$ cat config.mk
export PLATFORM = sky130hd
export DESIGN_NAME = frame_reader
export DESIGN_NICKNAME = d
export VERILOG_FILES = /design/src/rtl/frame_pkg.sv /design/src/rtl/pixel_fifo.sv /design/src/rtl/frame_reader.sv
export SDC_FILE = /design/constraint.sdc
export NUM_CORES = 1
export LEC_CHECK = 0
export CAP_MARGIN = 0
export CORE_MARGIN = 2
export CORE_UTILIZATION = 61
export CTS_CLUSTER_DIAMETER = 150
export DETAILED_ROUTE_END_ITERATION = 12
export HOLD_SLACK_MARGIN = 0.02
export PLACE_DENSITY = 0.85
export SETUP_SLACK_MARGIN = 0.02
export SLEW_MARGIN = 20
export SYNTH_ARGS = -nofsm -noshare
export SYNTH_HDL_FRONTEND = slang
export SYNTH_HIERARCHICAL = 1
export SYNTH_SLANG_ARGS = --single-unit
export TNS_END_PERCENT = 1
$ cat constraint.sdc
create_clock -name clk -period 11.2 [get_ports clk]
set_input_delay 1.12 -clock clk [delete_from_list [all_inputs] [get_ports clk]]
set_output_delay 1.12 -clock clk [all_outputs]
set_load 0.02 [all_outputs]
$ cat src/rtl/frame_pkg.sv
// rtl/frame_pkg.sv - shared types and constants for the framebuffer read path
package frame_pkg;

  typedef enum logic [1:0] {
    IDLE,
    FETCH,
    DRAIN,
    DONE
  } frame_state_t;

  localparam int PIX_W       = 24;
  localparam int ADDR_STRIDE = 4;

endpackage

$ cat src/rtl/pixel_fifo.sv
// rtl/pixel_fifo.sv - synchronous pixel FIFO with occupancy count
module pixel_fifo #(
  parameter int DEPTH  = 8,
  parameter int DATA_W = 24
) (
  input  logic              clk,
  input  logic              rst,
  input  logic              push,
  input  logic              pop,
  input  logic [DATA_W-1:0] din,
  output logic [DATA_W-1:0] dout,
  output logic              full,
  output logic              empty
);

  localparam int AW = $clog2(DEPTH);
  localparam logic [AW:0]   FULL_CNT = (AW+1)'(DEPTH);
  localparam logic [AW:0]   CNT_ONE  = (AW+1)'(1);
  localparam logic [AW-1:0] PTR_ONE  = AW'(1);

  logic [DATA_W-1:0] mem [DEPTH];
  logic [AW-1:0]     wr_ptr;
  logic [AW-1:0]     rd_ptr;
  logic [AW:0]       count;
  logic              do_push;
  logic              do_pop;

  // Flags come straight from the count register so callers never see a
  // combinational path from push/pop back into full/empty.
  assign full    = (count == FULL_CNT);
  assign empty   = (count == '0);
  assign do_push = push && !full;
  assign do_pop  = pop && !empty;
  assign dout    = empty ? '0 : mem[rd_ptr];

  // Pointer and occupancy bookkeeping; reset flushes the queue.
  always_ff @(posedge clk or posedge rst) begin
    if (rst) begin
      wr_ptr <= '0;
      rd_ptr <= '0;
      count  <= '0;
    end else begin
      if (do_push) wr_ptr <= wr_ptr + PTR_ONE;
      if (do_pop)  rd_ptr <= rd_ptr + PTR_ONE;
      if (do_push && !do_pop)      count <= count + CNT_ONE;
      else if (do_pop && !do_push) count <= count - CNT_ONE;
    end
  end

  // Storage array; contents are don't-care until written.
  always_ff @(posedge clk) begin
    if (do_push) mem[wr_ptr] <= din;
  end

endmodule

$ cat src/rtl/frame_reader.sv
// rtl/frame_reader.sv - raster-order framebuffer reader feeding a pixel stream
module frame_reader
  import frame_pkg::*;
#(
  parameter int               ASIZE  = 32,
  parameter logic [ASIZE-1:0] START  = ASIZE'('h0800_0000),
  parameter int               WIDTH  = 640,
  parameter int               HEIGHT = 480,
  parameter int               DEPTH  = 8
) (
  input  logic             clk,
  input  logic             rst,
  input  logic             start,
  output logic [ASIZE-1:0] address,
  output logic             ren,
  input  logic [31:0]      rdata,
  input  logic             buswait,
  output logic [23:0]      pix_data,
  output logic             pix_valid,
  input  logic             pix_ready,
  output logic [9:0]       pix_x,
  output logic [8:0]       pix_y,
  output logic             busy,
  output logic             frame_done
);

  localparam logic [18:0]      LAST_RD = 19'(WIDTH * HEIGHT - 1);
  localparam logic [9:0]       X_LAST  = 10'(WIDTH - 1);
  localparam logic [8:0]       Y_LAST  = 9'(HEIGHT - 1);
  localparam logic [ASIZE-1:0] STRIDE  = ASIZE'(ADDR_STRIDE);

  frame_state_t state, state_nxt;
  logic [18:0]  rd_cnt;
  logic         fifo_full;
  logic         fifo_empty;
  logic         rd_done;
  logic         pop;
  logic         unused_rdata_hi;

  assign rd_done         = ren && !buswait;
  assign pix_valid       = !fifo_empty;
  assign pop             = pix_valid && pix_ready;
  assign busy            = (state != IDLE);
  assign unused_rdata_hi = ^rdata[31:24];

  pixel_fifo #(
    .DEPTH  (DEPTH),
    .DATA_W (PIX_W)
  ) u_fifo (
    .clk   (clk),
    .rst   (rst),
    .push  (rd_done),
    .pop   (pop),
    .din   (rdata[PIX_W-1:0]),
    .dout  (pix_data),
    .full  (fifo_full),
    .empty (fifo_empty)
  );

  // State register.
  always_ff @(posedge clk or posedge rst) begin
    if (rst) state <= IDLE;
    else     state <= state_nxt;
  end

  // Next state and bus request; ren never looks at buswait so a request,
  // once raised, stays up until it completes.
  always_comb begin
    state_nxt  = state;
    ren        = 1'b0;
    frame_done = 1'b0;
    case (state)
      IDLE:  if (start) state_nxt = FETCH;
      FETCH: begin
        ren = !fifo_full;
        if (ren && !buswait && rd_cnt == LAST_RD) state_nxt = DRAIN;
      end
      DRAIN: if (fifo_empty) state_nxt = DONE;
      DONE: begin
        frame_done = 1'b1;
        state_nxt  = IDLE;
      end
      default: state_nxt = IDLE;
    endcase
  end

  // Read address walks the buffer by one word per completed read.
  always_ff @(posedge clk or posedge rst) begin
    if (rst) begin
      address <= START;
      rd_cnt  <= '0;
    end else if (state == IDLE && start) begin
      address <= START;
      rd_cnt  <= '0;
    end else if (rd_done) begin
      address <= address + STRIDE;
      rd_cnt  <= rd_cnt + 19'd1;
    end
  end

  // Screen coordinates of the head pixel advance on each accepted pop.
  always_ff @(posedge clk or posedge rst) begin
    if (rst) begin
      pix_x <= '0;
      pix_y <= '0;
    end else if (pop) begin
      if (pix_x == X_LAST) begin
        pix_x <= '0;
        pix_y <= (pix_y == Y_LAST) ? '0 : pix_y + 9'd1;
      end else begin
        pix_x <= pix_x + 10'd1;
      end
    end
  end

endmodule

======== After elaboration in Yosys (flattened, before gate mapping) ========
Memories as Yosys holds them, arrays and structs flattened.
Index checks and enable logic that the tools add are counted.
cells by class
  add/subtract/negate cells ............... 8
  reductions and logical operators ........ 21
  equality and inequality tests ........... 10
  multiplexer cells ....................... 17
operator list
  kind                                                              count
  32-bit 2-to-1 mux                                                 2
  19-bit 2-to-1 mux                                                 2
  32-bit by 3-bit adder with 32-bit output (second input constant)  1
  24-bit 2-to-1 mux                                                 1
  19-bit by 1-bit adder with 19-bit output (second input constant)  1
  19-bit equality test (second input constant)                      1
  10-bit by 1-bit adder with 10-bit output (second input constant)  1
  10-bit equality test (second input constant)                      1
  10-bit 2-to-1 mux                                                 1
  9-bit by 1-bit adder with 9-bit output (second input constant)    1
  9-bit equality test (second input constant)                       1
  1-bit logical AND                                                 9
  9-bit 2-to-1 mux                                                  1
  4-bit 2-to-1 mux                                                  2
  2-bit case mux with 4 select lines                                1
  3-bit by 1-bit adder with 3-bit output (second input constant)    2
  2-bit 2-to-1 mux                                                  3
  2-bit nonzero test                                                3
  1-bit zero test                                                   5
  4-bit by 1-bit adder with 4-bit output (second input constant)    1
  2-bit equality test (second input constant)                       2
  4-bit equality test (second input constant)                       1
  4-bit zero test                                                   1
  1-bit 2-to-1 mux                                                  4
  7 further kinds                                                   8
storage, ports and cells
  flip-flop bits (word level) ............. 82
  memory bits (writable) .................. 192
  memories ................................ 1
  input port bits ......................... 37
  output and inout bits ................... 79
  logic and storage cells ................. 65
memory list
  name        depth  bits a word  rd ports  clocked after Yosys merged registers in  write ports  RTL line          RTL
  u_fifo.mem  8      24           1         0                                        1            pixel_fifo.sv:21  logic [DATA_W-1:0] mem [DEPTH];

======== Depth between registers and ports, before layout ========
  word-level depth ........................ 9
  depth in mapped cells ................... 14
  depth with buffers taken out ............ 12

======== By module ========
The synthesis kept the hierarchy.
by module, submodules not included
  module        area an instance (sq um)  cells an instance  times used
  pixel_fifo    7816.2                    346                1
  frame_reader  3781.1                    407                1

======== Worst setup path before layout ========
OpenSTA, ideal clock, no wires.
  path type ............................... input port to flip-flop
  start point ............................. input buswait
  end point ............................... memory u_fifo.mem[1][0], enable pin
  arrival ................................. 4102 ps
  setup slack ............................. 6663 ps
  stages on the path ...................... 6
  setup time .............................. 435 ps
  path through ............................ or3b_4 > clkbuf_1 > inv_1 > buf_1 > nand3_1 > nor3_1
between the ends
  longest elaborated chain between the ends .. 5
RTL lines
  item                                    RTL line            RTL
  start: declaration                      frame_reader.sv:17  input logic buswait,
  1-bit zero test                         frame_reader.sv:40  assign rd_done = ren && !buswait;
  1-bit logical AND                       frame_reader.sv:40
  net rd_done                             frame_reader.sv:36  logic rd_done;
  1-bit logical AND                       pixel_fifo.sv:32    assign do_push = push && !full;
  1-bit 2-to-1 mux                        pixel_fifo.sv:52    if (do_push) mem[wr_ptr] <= din;
  1-bit 2-to-1 mux (not written as such)  pixel_fifo.sv:52
  end: declaration                        pixel_fifo.sv:21
The timed path passes the listed nets, and every way through them passes these cells.

======== Worst setup path in the final report ========
  start point ............................. register u_fifo.rd_ptr[0]
  end point ............................... output pix_data[0]
between the ends
  longest elaborated chain between the ends .. 2
RTL lines
  item                      RTL line            RTL
  start: declaration        pixel_fifo.sv:23    logic [AW-1:0] rd_ptr;
  start signal: assignment  pixel_fifo.sv:44    if (do_pop) rd_ptr <= rd_ptr + PTR_ONE;
  memory 8 x 24 bit         n/a
  24-bit 2-to-1 mux         pixel_fifo.sv:34    assign dout = empty ? '0 : mem[rd_ptr];
  end: declaration          frame_reader.sv:18  output logic [23:0] pix_data,
No other way between the ends.

==> results.ini <==
[sta]
holdWs_ns = 0.530
worstMarginPinSlew_ns = 0.972
max_slew_margin_pct = 35.2
worst_slack_ns = 7.01
skew_ns = 0.0106
fmax_mhz = 239
finalSetupTns_ns = 0
hold_viol = 0
min_period_over_period_pct = 37.4
period_needed_ns = 4.19
rsz0062_at_grt = no
slew_viol_final = 0
setup_viol = 0

[power_and_ir_drop]
seqPwrFrac_pct = 40.9
power.density_mw_per_mm2 = 232
p_sw_share_pct = 31.2
p_int_mw = 2.19
p_comb_share_pct = 31.8
clockPowerShare_pct = 27.3
vdd_ir_drop_max_mv = 0.256
p_leak_nw = 4.80
p_total_mw = 3.19
switchingPower_uw = 996

[synth]
syn_inst = 753
synthArstFlopShare_pct = 29.4
synth_cell_types = 58
yosys_warnings = 6
syn_avg_cell_area_um2 = 15.4
ys_ff_latch = 272
synth_edf_count = 192
syn_area_mm2 = 0.0116
yosys_most_used_dff = edfxtp_1
seq_area_frac_synth_pct = 67.0

[cells_and_area]
nFillCells = 1095
synthToLayoutAreaGrowth_pct = 18.7
layout-drive-gt1-share_pct = 15.7
final_cell_area_mm2 = 0.0138
antennaDiodeCount = 0
nets = 918

[worst_setup_path]
end_kind = output port
rrSetupSlack_ns = 7.14
crit_cells = 3
worstReg2RegEnd = u_fifo/count[3]
worstSetupEndpoint = pix_data[0]
critPathArrivalTime_ns = 3.07
slowest_stage = dfrtp_4
worst_path_dominant_cell_family = flip-flops
crit_buf_inv = 1
cp.required_ns = 10.08
worstSetupStartpoint = u_fifo/rd_ptr[0]
r2r_start = u_fifo/count[0]
path_cells = mux4_2, a22o_2, clkdlybuf4s50_1
critical_path_class = reg2out
r2r_cells = 12
path_max_fanout = 50
max_stage_delay_ns = 1.07
startpoint_type = register

[global_route]
grt_pass1_wl_um = 40200
gr-total-overflow = 0
grt_pass1_vias = 7510
grt_usage_pct = 25.7
grt_max_degree = 71
antenna_found_initial = 0

[die]
dieHeight_um = 142
die_w_um = 142
rows = 50
coreArea_mm2 = 0.0187
ios = 116
die_area_mm2 = 0.0201
start_util_pct = 62.0

[clock_tree]
clkSlewWorstSetupHoldPaths_ns = 0.06
cts_setup_buffers = 0
clockRootBuffer = clkbuf_16
clock_sinks = 272
hold_buffers = 0
cts_buffers = 26
htree_levels = 1
post_cts_resized = 0
cts_tree = yes
cts_buffer_depth = 3
clk_latency_ns = 0.52

[placement]
dp_hpwl_um = 14800
placed_cell_area_mm2 = 0.0129
dp_slack_ns = 6.65
portBuffers = 105
gp_congestion = 0.840

[routing]
drt-initial-drc-count = 468
dr.pass1.iters = 6
drt_wl_total_um = 24900
wl_per_cell_um = 22.2
vias = 7180
antenna_left = 0
avgViaCountPerCell = 6.41
drcViolationCount = 0

[flow_run]
maxCapViolCount = 0

[run_status]
outcome = finished clean

[min_path]
min_path_type = reg2reg

power groups by stage:
stage	Clock, mW	Combinational [mW]	Sequential (mW)
2_1_floorplan	0	0.709	1.26
3_3_place_gp	0	0.965	1.31
3_5_place_dp	0	1.00	1.33
4_1_cts	0.887	1.02	1.31
5_1_grt	0.924	1.08	1.32
6_report	0.871	1.01	1.30
synth_stat cells, types with 4 or more instances:
master    number  share of area (%)
edfxtp_1     192                 50
dfrtp_1       79                 17
mux4_2        48                9.3
nand2_1       38                1.2
nor2_1        37                1.2
a21oi_1       27                1.2
nand3_1       26                1.1
xnor2_1       26                2.0
inv_1         22               0.71
a22o_1        21                1.6
nand4_1       21                1.1
or4_1         21                1.4
or3_1         19                1.0
o21ai_0       18               0.78
clkbuf_1      16               0.52
ha_1          14                1.5
nor3_1        14               0.60
o31ai_1       13               0.84
nor4_1        10               0.54
xor2_1         9               0.68
buf_2          7               0.30
mux2_2         6               0.58
nand2b_1       5               0.27
a22o_2         4               0.35
and3_1         4               0.22
buf_1          4               0.13
buf_4          4               0.26
o31a_1         4               0.30
registers in the layout, summed over array words and instances, names as in the netlist:
| register | cells |
|---|---|
| pix_x | 10 |
| u_fifo/wr_ptr | 3 |
| rd_cnt | 19 |
| u_fifo/rd_ptr | 3 |
| u_fifo/mem | 192 |
| pix_y | 9 |
| state | 2 |
| u_fifo/count | 4 |
| address | 30 |
layout by cell type, fill, tap and decap left out, drive strengths merged, types with 12 or more instances in the layout:
| master | n |
|---|---|
| ha | 14 |
| nand4 | 21 |
| o31ai | 13 |
| a21oi | 27 |
| nand3 | 26 |
| edfxtp | 192 |
| buf | 13 |
| dfrtp | 79 |
| clkbuf | 34 |
| nor2 | 37 |
| xnor2 | 26 |
| nand2 | 38 |
| a22o | 25 |
| nor3 | 14 |
| o21ai | 18 |
| clkinv | 12 |
| inv | 22 |
| or3 | 19 |
| mux4 | 48 |
| or4 | 22 |
| clkdlybuf4s50 | 105 |
stage by stage:
stage	std cells	utilization, %
global route	1120	73.6
global placement	1072	68.9
CTS	1120	73.6
finish	1120	73.6
floorplan	754	-
detailed placement	1072	68.9
worst register-to-register path: stages, from the launching register on:
cell and delay [ns]:
dfrtp_1 0.44, or4b_2 0.78, inv_1 0.17, or3b_4 0.32, inv_1 0.38, nand2_1 0.26, inv_1 0.07, ha_1 0.26
inv_1 0.16, ha_1 0.32, or4_1 0.55, nand3_1 0.10, o221ai_1 0.12
cell type report:
cell class | instances | area (um2) | share of cell area [%]
Clock inverter | 14 | 129 | 0.936
Clock buffer | 34 | 741 | 5.38
Multi-Input combinational cell | 426 | 3600 | 26.1
Inverter | 22 | 82.6 | 0.600
Tap cell | 234 | 293 | 2.13
Timing Repair Buffer | 118 | 1150 | 8.35
Sequential cell | 272 | 7770 | 56.5
kinds of logic (layout without fill, tap and decap cells):
kind of cell             count (synthesis)  count (layout)  synth area share (%)
AO/OA/AOI/OAI                          100             100                  5.94
XOR/XNOR                                35              35                  2.64
adder cells (fa/ha/maj)                 15              15                  1.68
buffers and inverters                   56             188                  2.28
flip-flops                             272             272                  67.0
multiplexers                            57              57                  10.2
other                                    1               2                0.0323
AND/OR/NAND/NOR                        217             217                  10.3
routing by layer:
metal,vias up,part of all wire [%],global-route usage [%],wire [um]
met3,56,5.7,3.24,1420
met2,292,52,44.8,13000
met1,3649,40,34.1,9850
met5,-,0,0,0
li1,3183,-,-,-
met4,0,2.6,8.47,641
worst min-delay path by stage:
stage                startpoint          endpoint  slack (ns)  cells past startpoint
6_report            address[27]       address[27]        0.53                      2
3_5_place_dp        address[27]       address[27]        0.53                      2
5_1_grt             address[27]       address[27]        0.57                      2
2_1_floorplan  u_fifo/rd_ptr[2]  u_fifo/rd_ptr[2]        0.47                      1
3_3_place_gp   u_fifo/rd_ptr[2]  u_fifo/rd_ptr[2]        0.50                      1
4_1_cts             address[27]       address[27]        0.54                      2
Note: power is estimated with default switching activity, not from simulation.
